`src/rtl/if_pkg.sv`:
```
// Shared types and constants for the instruction fetch stage.
package if_pkg;

    localparam logic [31:0] IF_RESET_PC = 32'h0000_0000;
    localparam logic [31:0] IF_NOP_WORD = 32'h0000_0000;

    typedef enum logic [1:0] {
        IDLE    = 2'd0,
        BUSY    = 2'd1,
        DISCARD = 2'd2
    } fetch_state_t;

    typedef struct packed {
        logic [31:0] pc_four;
        logic [31:0] instr;
    } fetch_entry_t;

endpackage

```
`src/rtl/if_fetch_buffer.sv`:
```
// Small synchronous FIFO holding fetched {pc_four, instr} words until decode consumes them.
module if_fetch_buffer
    import if_pkg::*;
#(
    parameter int DEPTH = 2
) (
    input  logic                     clk,
    input  logic                     rst_n,
    input  logic                     push,
    input  logic                     pop,
    input  logic                     clear,
    input  logic [63:0]              wr_data,
    output logic [63:0]              head_data,
    output logic [$clog2(DEPTH):0]   count,
    output logic                     full,
    output logic                     empty
);

    localparam int AW = $clog2(DEPTH);
    localparam int CW = AW + 1;

    logic [63:0]   mem [DEPTH];
    logic [AW-1:0] rd_ptr;
    logic [AW-1:0] wr_ptr;

    // Clear wins over push and pop so a redirect leaves nothing from the old path.
    always_ff @(posedge clk or negedge rst_n) begin
        if (!rst_n) begin
            rd_ptr <= '0;
            wr_ptr <= '0;
            count  <= '0;
        end else if (clear) begin
            rd_ptr <= '0;
            wr_ptr <= '0;
            count  <= '0;
        end else begin
            if (push) wr_ptr <= wr_ptr + AW'(1);
            if (pop)  rd_ptr <= rd_ptr + AW'(1);
            count <= count + CW'(push) - CW'(pop);
        end
    end

    always_ff @(posedge clk) begin
        if (push && !clear) mem[wr_ptr] <= wr_data;
    end

    assign head_data = mem[rd_ptr];
    assign full      = (count == CW'(DEPTH));
    assign empty     = (count == '0);

endmodule

```
`src/rtl/if_fetch_unit.sv`:
```
// Instruction fetch: owns the PC, issues one-at-a-time memory requests and buffers the results.
module if_fetch_unit
    import if_pkg::*;
#(
    parameter logic [31:0] RESET_PC  = IF_RESET_PC,
    parameter int          BUF_DEPTH = 2,
    parameter logic [31:0] NOP_WORD  = IF_NOP_WORD
) (
    input  logic        clk,
    input  logic        rst_n,
    input  logic        stall,
    input  logic        redirect,
    input  logic [31:0] redirect_pc,
    output logic        imem_req,
    output logic [31:0] imem_addr,
    input  logic        imem_ack,
    input  logic [31:0] imem_rdata,
    output logic [31:0] pc_four,
    output logic [31:0] instruction,
    output logic        inst_valid
);

    localparam int                CW      = $clog2(BUF_DEPTH) + 1;
    localparam logic [CW-1:0]     DEPTH_C = CW'(BUF_DEPTH);

    fetch_state_t  state, state_nxt;
    logic [31:0]   fetch_pc, fetch_pc_nxt, stale_addr;
    logic          push, pop, full, empty;
    logic [CW-1:0] count, count_after;
    logic [63:0]   head_data;
    fetch_entry_t  head, push_entry;

    assign push_entry.pc_four = fetch_pc + 32'd4;
    assign push_entry.instr   = imem_rdata;
    assign head               = head_data;

    // A redirect in the same cycle kills the pop: the head belongs to the wrong path.
    assign pop         = !stall && !empty && !redirect;
    assign inst_valid  = !empty;
    assign instruction = empty ? NOP_WORD : head.instr;
    assign pc_four     = empty ? fetch_pc + 32'd4 : head.pc_four;

    if_fetch_buffer #(.DEPTH(BUF_DEPTH)) u_buf (
        .clk       (clk),
        .rst_n     (rst_n),
        .push      (push),
        .pop       (pop),
        .clear     (redirect),
        .wr_data   (push_entry),
        .head_data (head_data),
        .count     (count),
        .full      (full),
        .empty     (empty)
    );

    always_ff @(posedge clk or negedge rst_n) begin
        if (!rst_n) begin
            state      <= IDLE;
            fetch_pc   <= RESET_PC;
            stale_addr <= RESET_PC;
        end else begin
            state    <= state_nxt;
            fetch_pc <= fetch_pc_nxt;
            if (state == BUSY) stale_addr <= fetch_pc;
        end
    end

    // DISCARD keeps presenting the abandoned address until memory completes it.
    always_comb begin
        state_nxt    = state;
        fetch_pc_nxt = fetch_pc;
        push         = 1'b0;
        imem_req     = 1'b0;
        imem_addr    = fetch_pc;
        case (state)
            IDLE: begin
                if (!redirect && !full) state_nxt = BUSY;
            end
            BUSY: begin
                imem_req = 1'b1;
                if (redirect) begin
                    state_nxt = imem_ack ? IDLE : DISCARD;
                end else if (imem_ack) begin
                    push         = 1'b1;
                    fetch_pc_nxt = fetch_pc + 32'd4;
                end
            end
            DISCARD: begin
                imem_req  = 1'b1;
                imem_addr = stale_addr;
                if (imem_ack) state_nxt = IDLE;
            end
            default: state_nxt = IDLE;
        endcase
        count_after = count + CW'(push) - CW'(pop);
        if (push) state_nxt = (count_after < DEPTH_C) ? BUSY : IDLE;
        if (redirect) fetch_pc_nxt = redirect_pc & ~32'd3;
    end

endmodule

```
`config.mk`:
```
export PLATFORM = sky130hd
export DESIGN_NAME = if_fetch_unit
export DESIGN_NICKNAME = d
export VERILOG_FILES = /design/src/rtl/if_pkg.sv /design/src/rtl/if_fetch_buffer.sv /design/src/rtl/if_fetch_unit.sv
export SDC_FILE = /design/constraint.sdc
export NUM_CORES = 1
export LEC_CHECK = 0
export BUFFER_PORTS_ARGS = -buffer_cell sky130_fd_sc_hd__buf_2
export CAP_MARGIN = 0
export CORE_ASPECT_RATIO = 0.9
export CORE_MARGIN = 4
export CORE_UTILIZATION = 53
export CTS_CLUSTER_SIZE = 14
export DETAILED_ROUTE_END_ITERATION = 10
export HOLD_SLACK_MARGIN = 0.12
export PLACE_DENSITY = 0.76
export SLEW_MARGIN = 20
export SYNTH_ARGS = -nofsm -noshare
export SYNTH_HDL_FRONTEND = slang
export SYNTH_SLANG_ARGS = --single-unit
```
`constraint.sdc`:
```
create_clock -name clk -period 17.1 [get_ports clk]
set_clock_uncertainty 0.1 [all_clocks]
set_input_delay 2.565 -clock clk [delete_from_list [all_inputs] [get_ports clk]]
set_output_delay 2.565 -clock clk [all_outputs]
set_load 0.005 [all_outputs]
```
==> metrics.cfg <==
[run_status]
outcome = completed

[yosys]
synth_top_area_cell = edfxtp_1
syn-cell-area_um2 = 9200
yosysWarnings = 0
postSynthAreaPerCell_um2 = 11.9
synthArstFlopShare_pct = 34.7
synth_edf_count = 124
yosysTopAreaCellShare_pct = 40.5
synth-seq-cells = 190
synth.top_cells.by_area = edfxtp_1 40%, dfrtp_1 18%, mux2_2 6.9%
ys_seq_area_share_pct = 58.4
synth_cell_types = 47
netlist_instances = 775
ys.flop_type = edfxtp_1

[finish]
nNetsFinal = 968
antenna_cells = 0
layout_common_cells = 160 x buf_2, 124 x edfxtp_1, 68 x nor2_1
drive_gt1_share_pct = 28.8
syn_to_final_growth_pct = 16.2
final_common_cell = buf_2
stdcell_count = 1140
final_cell_area_um2 = 10700

[clock_network]
clockRootBuffer = clkbuf_16
clk_pin_slew_worst_paths_ns = 0.07
clkSinkCount = 190
numCtsBuffers = 17
post_cts_buffers = 0
cts_tree = built
ctsResizeCount = 0
clk_latency_ns = 0.42
cts.htree.levels = 4
cts_buffer_depth = 2
hold_buffers = 0

[setup_path]
crit_buf_inv = 1
crit_family = simple AND/OR/NAND/NOR gates
crit_start = fetch_pc[6]$_DFFE_PN0P_
reg2reg_slack_ns = 13.92
worstReg2RegEnd = u_buf.mem[1][52]$_DFFE_PP_
critPathSlowestCell = or4_1
worst_setup_path_start_kind = register
critPathArrivalTime_ns = 3.55
ff2ff_path_depth = 6
cp_max_fo = 17
cpPeakStageDelay_ns = 0.97
worstSetupPathType = reg2out
timing.critical_path.mode_cell = or4_1
worstPathRequired_ns = 14.44
endpoint_kind = output port
timing.rr.start = state[1]$_DFFE_PN0P_
critical_path.cell_chain = nand4_1 -> or4_1 -> or4_1 -> a31oi_1 -> buf_2

[timing]
clock.fmax_ghz = 0.161
drv_slew = 0
rsz0062_at_grt = no
finalHoldViolations = 0
period_share_pct = 36.3
setup-violations-final = 0
fin_tns_setup_ns = 0
tightest_slew_ns = 1.06
fin_crit_ns = 6.21
slew_headroom_pct = 28.6

[power_and_ir_drop]
p_per_area_nw_per_um2 = 138
p_total_w = 0.00148
p_leak_nw = 4.07
vdd_drop_max_mv = 0.0817

[floorplanning]
die_x_um = 147
core_area_um2 = 16900
rows = 45
die_h_um = 133
pin_count = 167
dieArea_um2 = 19500
initial_core_util_pct = 54.3

[flow_run]
cap_viol_max_count = 0

[global_routing]
gr-total-overflow = 0
grt_pass1_wl_um = 33200
antenna_found_initial = 0
grt_max_degree = 80
track_usage_pct = 21.3
grt_pass1_vias = 6166

[route]
ant_nets = 0
vias = 6593
via_per_inst = 5.78
route.detailed.drc = 0
post_drt_wl_per_cell_um = 18.3
drtPass1Iterations = 5
drt-total-wl_um = 20900
drt_iter0_drc = 538

[hold_path]
min-delay-path-class = reg2reg
hold_depth = 1
hp-start = stale_addr[26]$_DFFE_PN0P_
hold_path_end = stale_addr[26]$_DFFE_PN0P_

[placement]
dp.cells = 1107
io_buffers = 160
placed_cell_area_um2 = 10100
gp_congestion = 0.836
hpwl_um = 13500

==> cell usage after synthesis (14+ instances only) <==
cell type  number
nand2_1        57
a211oi_1       15
dfrtp_1        66
a31oi_1        27
nand3_1        20
nor2_1         69
mux2_2         56
nor2b_1        16
o21ai_0        35
xnor2_1        18
or4_1          14
clkbuf_1       47
mux2i_1        49
edfxtp_1      124
nand4_1        16
==> through the flow <==
stage / util, % / setup WS [ns] / hold WS (ns)
2_1_floorplan: - / 9.21 / 0.375
3_3_place_gp: 59.4 / 11.37 / 0.382
3_5_place_dp: 59.4 / 11.33 / 0.392
4_1_cts: 62.9 / 10.87 / 0.407
5_1_grt: 63.1 / 10.63 / 0.418
6_report: 63.1 / 10.89 / 0.404
==> worst max path at each step <==
stage / endpoint / cells after the start / slack, ns
final: pc_four[22] / 5 / 10.89
after global routing: pc_four[22] / 6 / 10.63
after CTS: pc_four[22] / 5 / 10.87
after detailed placement: pc_four[22] / 6 / 11.33
after global placement: pc_four[22] / 6 / 11.37
after floorplan: u_buf.mem[0][0]$_DFFE_PP_ / 3 / 9.21
==> flip-flops by register name (all words and copies together), names as in the netlist <==
| register | cells |
|---|---|
| u_buf.wr_ptr | 1 |
| stale_addr | 30 |
| u_buf.mem | 124 |
| fetch_pc | 30 |
| u_buf.count | 2 |
| u_buf.rd_ptr | 1 |
| state | 2 |
==> cells by family after synthesis <==
| kind of cell | Yosys count | synth area share, % |
|---|---|---|
| buf+inv | 85 | 3.90 |
| fa+ha+maj | 7 | 0.952 |
| simple gates | 244 | 13.6 |
| mux | 105 | 12.2 |
| compound gates | 114 | 8.00 |
| flops | 190 | 58.4 |
| other cells | 1 | 0.0408 |
| xor+xnor | 29 | 2.91 |
==> worst register-to-register path, cell delays in order, from the launching register on <==
cell	delay, ns
dfrtp_1	0.38
inv_1	0.15
ha_1	0.17
buf_4	0.41
and2_1	0.63
and3_2	0.27
buf_4	0.65
==> routing by layer <==
metal / wire [um] / up-vias / track usage [%]
li1: - / 3101 / -
met3: 1620 / 19 / 4.28
met2: 9310 / 273 / 30.8
met1: 9780 / 3200 / 32.6
met4: 193 / 0 / 6.64
met5: 0 / - / 0
==> area by class of cell <==
cell class              count  area (um^2)
flip-flops and latches    190         5380
well taps                 235          294
clock inverters            13          166
repair buffers            168          881
fillers                  1307         6260
clock buffers              19          433
inverters                  12         45.0
multi-input cells         503         3490
==> power breakdown <==
part	total (W)	internal, W	switching, W	leakage (nW)
combinational	0.000451	0.000206	0.000244	1.87
sequential	0.000627	0.000575	0.0000522	1.91
clock	0.000400	0.000231	0.000169	0.286
No activity file was read; power rests on OpenSTA's default activity.
